[config.mk]
export PLATFORM = sky130hd
export DESIGN_NAME = spi_config_loader
export DESIGN_NICKNAME = d
export VERILOG_FILES = /design/src/rtl/spi_config_loader.sv
export SDC_FILE = /design/constraint.sdc
export NUM_CORES = 1
export LEC_CHECK = 0
export CAP_MARGIN = 15
export CORE_UTILIZATION = 45
export CTS_BUF_LIST = sky130_fd_sc_hd__clkbuf_8 sky130_fd_sc_hd__clkbuf_16
export CTS_CLUSTER_DIAMETER = 100
export DETAILED_ROUTE_END_ITERATION = 6
export GPL_ROUTABILITY_DRIVEN = 0
export PLACE_DENSITY = 0.81
export SLEW_MARGIN = 10
export SYNTH_ARGS = -nofsm -noshare
export SYNTH_HDL_FRONTEND = slang
export SYNTH_SLANG_ARGS = --single-unit
export TNS_END_PERCENT = 1
[constraint.sdc]
create_clock -name clk -period 3.4 [get_ports clk]
set_input_delay 0.68 -clock clk [delete_from_list [all_inputs] [get_ports clk]]
set_output_delay 0.68 -clock clk [all_outputs]
set_load 0.01 [all_outputs]
[src/rtl/spi_config_loader.sv]
// spi_config_loader: mode-0 SPI initiator that shifts a DW-bit configuration
// vector MSB first into a responder shift register while capturing the
// responder's previous contents from MISO.
// Optional feature macro: SPI_CFG_AUTOLOAD_EN (send AUTO_VEC once after reset).
module spi_config_loader #(
  parameter int              DW       = 42,
  parameter int              CLK_DIV  = 2,
  parameter logic [DW-1:0]   AUTO_VEC = '0
) (
  input  logic          clk,
  input  logic          rst,
  input  logic          start,
  input  logic [DW-1:0] wr_data,
  output logic          busy,
  output logic          done,
  output logic [DW-1:0] rd_data,
  output logic          spi_clk,
  output logic          spi_csn,
  output logic          spi_mosi,
  input  logic          spi_miso
);

  localparam int CW = (CLK_DIV > 1) ? $clog2(CLK_DIV) : 1;
  localparam int BW = $clog2(DW + 1);
  localparam logic [CW-1:0] DIV_LAST = CW'(CLK_DIV - 1);
  localparam logic [BW-1:0] BIT_LAST = BW'(DW);

  typedef enum logic [2:0] {
    S_IDLE,
    S_SETUP,
    S_HIGH,
    S_LOW,
    S_GAP
  } state_t;

  state_t        state, state_n;
  logic [CW-1:0] div_cnt, div_cnt_n;
  logic [BW-1:0] bit_cnt, bit_cnt_n;
  logic [DW-1:0] tx_sh, tx_sh_n;
  logic [DW-1:0] rx_sh, rx_sh_n;
  logic [DW-1:0] rd_data_n;
  logic          mosi_n;
  logic          done_n;
  logic          phase_end;
  logic          launch;
  logic [DW-1:0] launch_vec;

  assign phase_end = (div_cnt == DIV_LAST);

`ifdef SPI_CFG_AUTOLOAD_EN
  logic auto_pend;

  // One-shot autoload request armed by reset, consumed by the first IDLE cycle
  always_ff @(posedge clk) begin
    if (rst)
      auto_pend <= 1'b1;
    else if (state == S_IDLE)
      auto_pend <= 1'b0;
  end

  assign launch     = auto_pend | start;
  assign launch_vec = auto_pend ? AUTO_VEC : wr_data;
`else
  logic unused_auto;

  assign unused_auto = ^AUTO_VEC;
  assign launch      = start;
  assign launch_vec  = wr_data;
`endif

  // Next-state, shifter and next-output logic; every pin is registered below
  always_comb begin
    state_n   = state;
    div_cnt_n = div_cnt + 1'b1;
    bit_cnt_n = bit_cnt;
    tx_sh_n   = tx_sh;
    rx_sh_n   = rx_sh;
    rd_data_n = rd_data;
    mosi_n    = spi_mosi;
    done_n    = 1'b0;
    case (state)
      S_IDLE: begin
        div_cnt_n = '0;
        if (launch) begin
          state_n   = S_SETUP;
          tx_sh_n   = launch_vec;
          bit_cnt_n = '0;
          mosi_n    = launch_vec[DW-1];
        end
      end
      S_SETUP: begin
        if (phase_end) begin
          state_n   = S_HIGH;
          div_cnt_n = '0;
        end
      end
      S_HIGH: begin
        if (phase_end) begin
          // Falling edge: capture MISO, present the next MOSI bit
          state_n   = S_LOW;
          div_cnt_n = '0;
          rx_sh_n   = {rx_sh[DW-2:0], spi_miso};
          tx_sh_n   = {tx_sh[DW-2:0], 1'b0};
          mosi_n    = tx_sh[DW-2];
          bit_cnt_n = bit_cnt + 1'b1;
        end
      end
      S_LOW: begin
        if (phase_end) begin
          div_cnt_n = '0;
          if (bit_cnt == BIT_LAST) begin
            state_n = S_GAP;
            mosi_n  = 1'b0;
          end else begin
            state_n = S_HIGH;
          end
        end
      end
      S_GAP: begin
        mosi_n = 1'b0;
        if (phase_end) begin
          state_n   = S_IDLE;
          div_cnt_n = '0;
          rd_data_n = rx_sh;
          done_n    = 1'b1;
        end
      end
      default: begin
        state_n   = S_IDLE;
        div_cnt_n = '0;
      end
    endcase
  end

  // State, counters, shifters and registered pin drivers
  always_ff @(posedge clk) begin
    if (rst) begin
      state    <= S_IDLE;
      div_cnt  <= '0;
      bit_cnt  <= '0;
      tx_sh    <= '0;
      rx_sh    <= '0;
      rd_data  <= '0;
      spi_clk  <= 1'b0;
      spi_csn  <= 1'b1;
      spi_mosi <= 1'b0;
      busy     <= 1'b0;
      done     <= 1'b0;
    end else begin
      state    <= state_n;
      div_cnt  <= div_cnt_n;
      bit_cnt  <= bit_cnt_n;
      tx_sh    <= tx_sh_n;
      rx_sh    <= rx_sh_n;
      rd_data  <= rd_data_n;
      spi_clk  <= (state_n == S_HIGH);
      spi_csn  <= !(state_n inside {S_SETUP, S_HIGH, S_LOW});
      spi_mosi <= mosi_n;
      busy     <= (state_n != S_IDLE);
      done     <= done_n;
    end
  end

endmodule

[Word-level counts from Yosys, hierarchy flattened]
Cells that the tools add are included.
Operators by class
  eq/ne operators: 12
  reduce and logical (&&, ||, !) cells: 13
  bitwise logic cells: 2
  multiplexer cells: 19
  add/sub/neg operators: 2
Operators with widths (number)
  $mux 41: 2
  $pmux 41 s2: 1
  $mux 3: 6
  $pmux 3 s5: 1
  $eq 3x2->1 const B: 4
  $mux 6: 2
  $pmux 6 s2: 1
  $ne 2x2->1 const B: 4
  $add 6x1->6 const B: 1
  $eq 3x1->1 const B: 2
  $eq 6x6->1 const B: 1
  $reduce_bool 3->1: 2
  $mux 1: 5
  $reduce_and 5->1: 1
  $pmux 1 s4: 1
  $reduce_and 2->1: 2
  $reduce_bool 4->1: 1
  $reduce_or 4->1: 1
  $eq 3x3->1 const B: 1
  $logic_not 3->1: 1
  $reduce_and 3->1: 1
  $reduce_or 3->1: 1
  $not 1->1: 2
  $reduce_bool 2->1: 1
  other kinds (3): 3
Word-level totals
  output and inout port bits: 47
  input bits: 46
  logic and storage cells: 59
  flip-flop bits (word level): 140

[Logic depth before layout (Yosys ltp)]
  depth in word-level cells: 7
  gate-level depth with buffers: 8
  mapped depth without buffers: 6

[Least setup slack after synthesis]
Ideal clock, no wire load.
  path type: in2reg
  start: in start
  end: reg tx_sh[40]
  path buffers: 2
  arrival: 1.591 ns
  path slack: 1.728 ns
  setup time: 0.081 ns
  data required time: 3.319 ns
  stages: 6
  path through: nor4b_4 nand2b_1 buf_4 buf_6 nor2_1 a211oi_2
Between the ends
  longest elaborated chain between the ends: 2
Ends and longest elaborated chain
  from (decl): RTL line 12  | input logic start,
  $ne 2x2->1 (no line)
  $reduce_and 3->1 (no line)
  to (signal assigned): RTL line 153  | tx_sh <= tx_sh_n;
  to (decl): RTL line 39  | logic [DW-1:0] tx_sh, tx_sh_n;
No other way between the ends.
A chain may end at the register's enable or synchronous reset.

[Final worst setup path]
  start: in start
  end: reg tx_sh[11]
Same word-level chain as after synthesis.

==> results.toml <==
[power]
clock_power_share_pct = 47.3
p_sw_w = 0.000865
power.internal_w = 0.00301
seq_power_share_pct = 44.9
max-vdd-ir-drop_uv = 347
swShare_pct = 22.4
leakage_nw = 2.39
power_frac_comb_pct = 7.8
powerDensity_nw_per_um2 = 531

[clocking]
post_cts_buffers = 0
cts_htree_levels = 4
cts_hold_buf = 0
clk_latency_ns = 0.41
clock_path_buffers = 2
cts_root_buf = "clkbuf_16"
clk_pin_slew_ns = 0.06
cts_resized = 0
cts_buffers = 17
clock_sinks = 140
cts_tree = "done"

[drt]
routed_via_density = 5.06
dr.pass1.iters = 4
drc = 0
drt_iter0_markers = 261
wl_mm = 11.9
wl_per_cell_um = 13.4
dr_total_vias = 4497
ant_nets = 0

[timing]
rsz0062_at_grt = "false"
slew_headroom_pct = 46.8
hold_viol_final = 0
period_share_pct = 68.8
final.min_clock_period_ns = 2.34
drv_slew = 0
setup_tns_ns = 0
tightest_slew_ns = 0.797
fmax_mhz = 428
setup_viol = 0
skew_ns = 0.00883

[floorplanning]
chipHeight_um = 114
top_level_ports = 93
row_count = 40
die_area_sq_um = 13100
die_width_um = 114
start_util_pct = 46.7
fp.coreArea_sq_um = 12200

[worst_setup_path]
cp.arrival_ns = 2.66
regToRegSetupSlack_ns = 1.17
r2r_end = "tx_sh[11]$_SDFFE_PP0P_"
cp-end-kind = "flop"
worst_r2r_path_depth = 5
crit_path_max_fanout = 25
required_ns = 3.73
timing.rr.start = "state[2]$_SDFF_PP0_"
critPathKind = "in2reg"
startpoint_type = "primary input"

[synth]
synthFlopType = "dfxtp_1"
ys_warn_count = 0
ys_seq_area_share_pct = 49.4
ys_types = 40
ys_seq_elements = 140
synth_top_area_share_pct = 49.4
yosys.area.top_type = "dfxtp_1"
synth_area_leaders = "dfxtp_1 49%, nand2_1 11%, a211oi_2 8.8%"
synth_cells = 640
syn_area_sq_um = 5680
syn_nets = 688
async_flop_share_pct = 0
synth_edf_count = 0
avgSynthCellArea_sq_um = 8.87

[job]
max-cap-violations = 0

[global_route]
grt_pass1_wl_mm = 19.8
grt_usage_pct = 19.1
grt.overflow.total = 0
grt_pass1_vias = 4402
antenna_found_initial = 0
grt_max_degree = 75

[finish]
layout_commonest_cell = "nand2_1"
num-fill-cells = 1033
synthToLayoutAreaGrowth_pct = 28.4
diodes = 0
design_area_sq_um = 7290
nets = 755
drive_above_1_share_pct = 12.5
final_cell_mix = "168 x nand2_1, 140 x dfxtp_1, 91 x clkdlybuf4s50_1"

[hold_path]
timing.hold.worst.start = "rd_data[35]$_SDFFE_PP0P_"
min_path_cells = 2
hp-class = "reg2reg"
holdPathEnd = "rd_data[35]$_SDFFE_PP0P_"

[outcome]
status = "finished clean"

[place]
dpl-instance-area_sq_um = 6670
portBuffers = 92
dp.final_hpwl_mm = 7.57
area by class of cell:
class | count | area, sq um | share of cell area, %
Clock buffer | 18 | 439 | 6.03
Clock inverter | 14 | 155 | 2.13
Inverter | 1 | 3.75 | 0.0515
Multi-Input combinational cell | 444 | 2640 | 36.3
Sequential cell | 140 | 2800 | 38.5
Tap cell | 168 | 210 | 2.88
Timing Repair Buffer | 103 | 1030 | 14.2
kinds of logic after synthesis:
| kind of cell | count (synthesis) | share of synthesized area (%) |
|---|---|---|
| AOI/OAI and AO/OA | 147 | 18.9 |
| xor gates and xnor gates | 4 | 0.617 |
| adders and majority gates | 2 | 0.441 |
| buffers and inverters | 56 | 4.98 |
| DFF | 140 | 49.4 |
| muxes | 42 | 7.45 |
| and+or+nand+nor | 249 | 18.3 |
metrics by stage:
stage / total power, W / cells / worst slack (ns) / util (%) / hold slack, ns
4_1_cts: 0.00390 / 887 / 0.937 / 59.7 / 0.457
6_report: 0.00387 / 888 / 1.06 / 59.9 / 0.453
5_1_grt: 0.00401 / 888 / 0.870 / 59.9 / 0.469
3_3_place_gp: 0.00206 / 855 / 0.749 / 54.8 / 0.446
2_1_floorplan: 0.00198 / 640 / 1.73 / - / 0.432
3_5_place_dp: 0.00207 / 855 / 0.649 / 54.8 / 0.449
per-layer routing:
metal | vias up | global-route usage, % | wire length, um | share of wire, %
met5 | - | 0 | 0 | 0
met4 | 0 | 7.19 | 122 | 1.0
met3 | 12 | 4.29 | 377 | 3.2
met2 | 74 | 33.9 | 6000 | 51
met1 | 2118 | 22.3 | 5380 | 45
li1 | 2293 | - | - | -
worst max-delay path by stage:
stage | to | cells after the start | slack, ns | start
finish | tx_sh[11]$_SDFFE_PP0P_ | 6 | 1.06 | start
global route | tx_sh[11]$_SDFFE_PP0P_ | 6 | 0.87 | start
CTS | rd_data[4]$_SDFFE_PP0P_ | 3 | 0.94 | state[2]$_SDFF_PP0_
detailed placement | tx_sh[12]$_SDFFE_PP0P_ | 6 | 0.65 | start
global placement | tx_sh[15]$_SDFFE_PP0P_ | 6 | 0.75 | start
floorplan | tx_sh[40]$_SDFFE_PP0P_ | 6 | 1.73 | start
synthesized netlist by cell type, drive strengths merged, types with 3 or more instances:
| master | n |
|---|---|
| nor2 | 58 |
| a211oi | 40 |
| dfxtp | 140 |
| nor4bb | 3 |
| xor2 | 4 |
| o21ai | 5 |
| buf | 24 |
| nand2b | 4 |
| nand2 | 168 |
| clkbuf | 31 |
| mux2i | 40 |
| a21oi | 90 |
power groups by stage:
stage / Clock, W / Combinational (W) / Sequential (W)
after global placement: 0 / 0.000288 / 0.00177
after floorplan: 0 / 0.000226 / 0.00175
after detailed placement: 0 / 0.000303 / 0.00177
final: 0.00183 / 0.000302 / 0.00174
after global routing: 0.00194 / 0.000329 / 0.00174
after CTS: 0.00186 / 0.000304 / 0.00174
state kept, by name, summed over array words and instances (netlist names):
register	count
rd_data	42
rx_sh	42
tx_sh	41
bit_cnt	6
state	3
busy	1
div_cnt	1
done	1
spi_clk	1
spi_csn	1
spi_mosi	1
critical path: stages:
cell	delay, ns
clkdlybuf4s50_1	0.54
nor4b_4	0.40
nand2b_4	0.43
buf_4	0.32
nor2_1	0.08
a211oi_2	0.20
No activity file was read; power rests on OpenSTA's default activity.
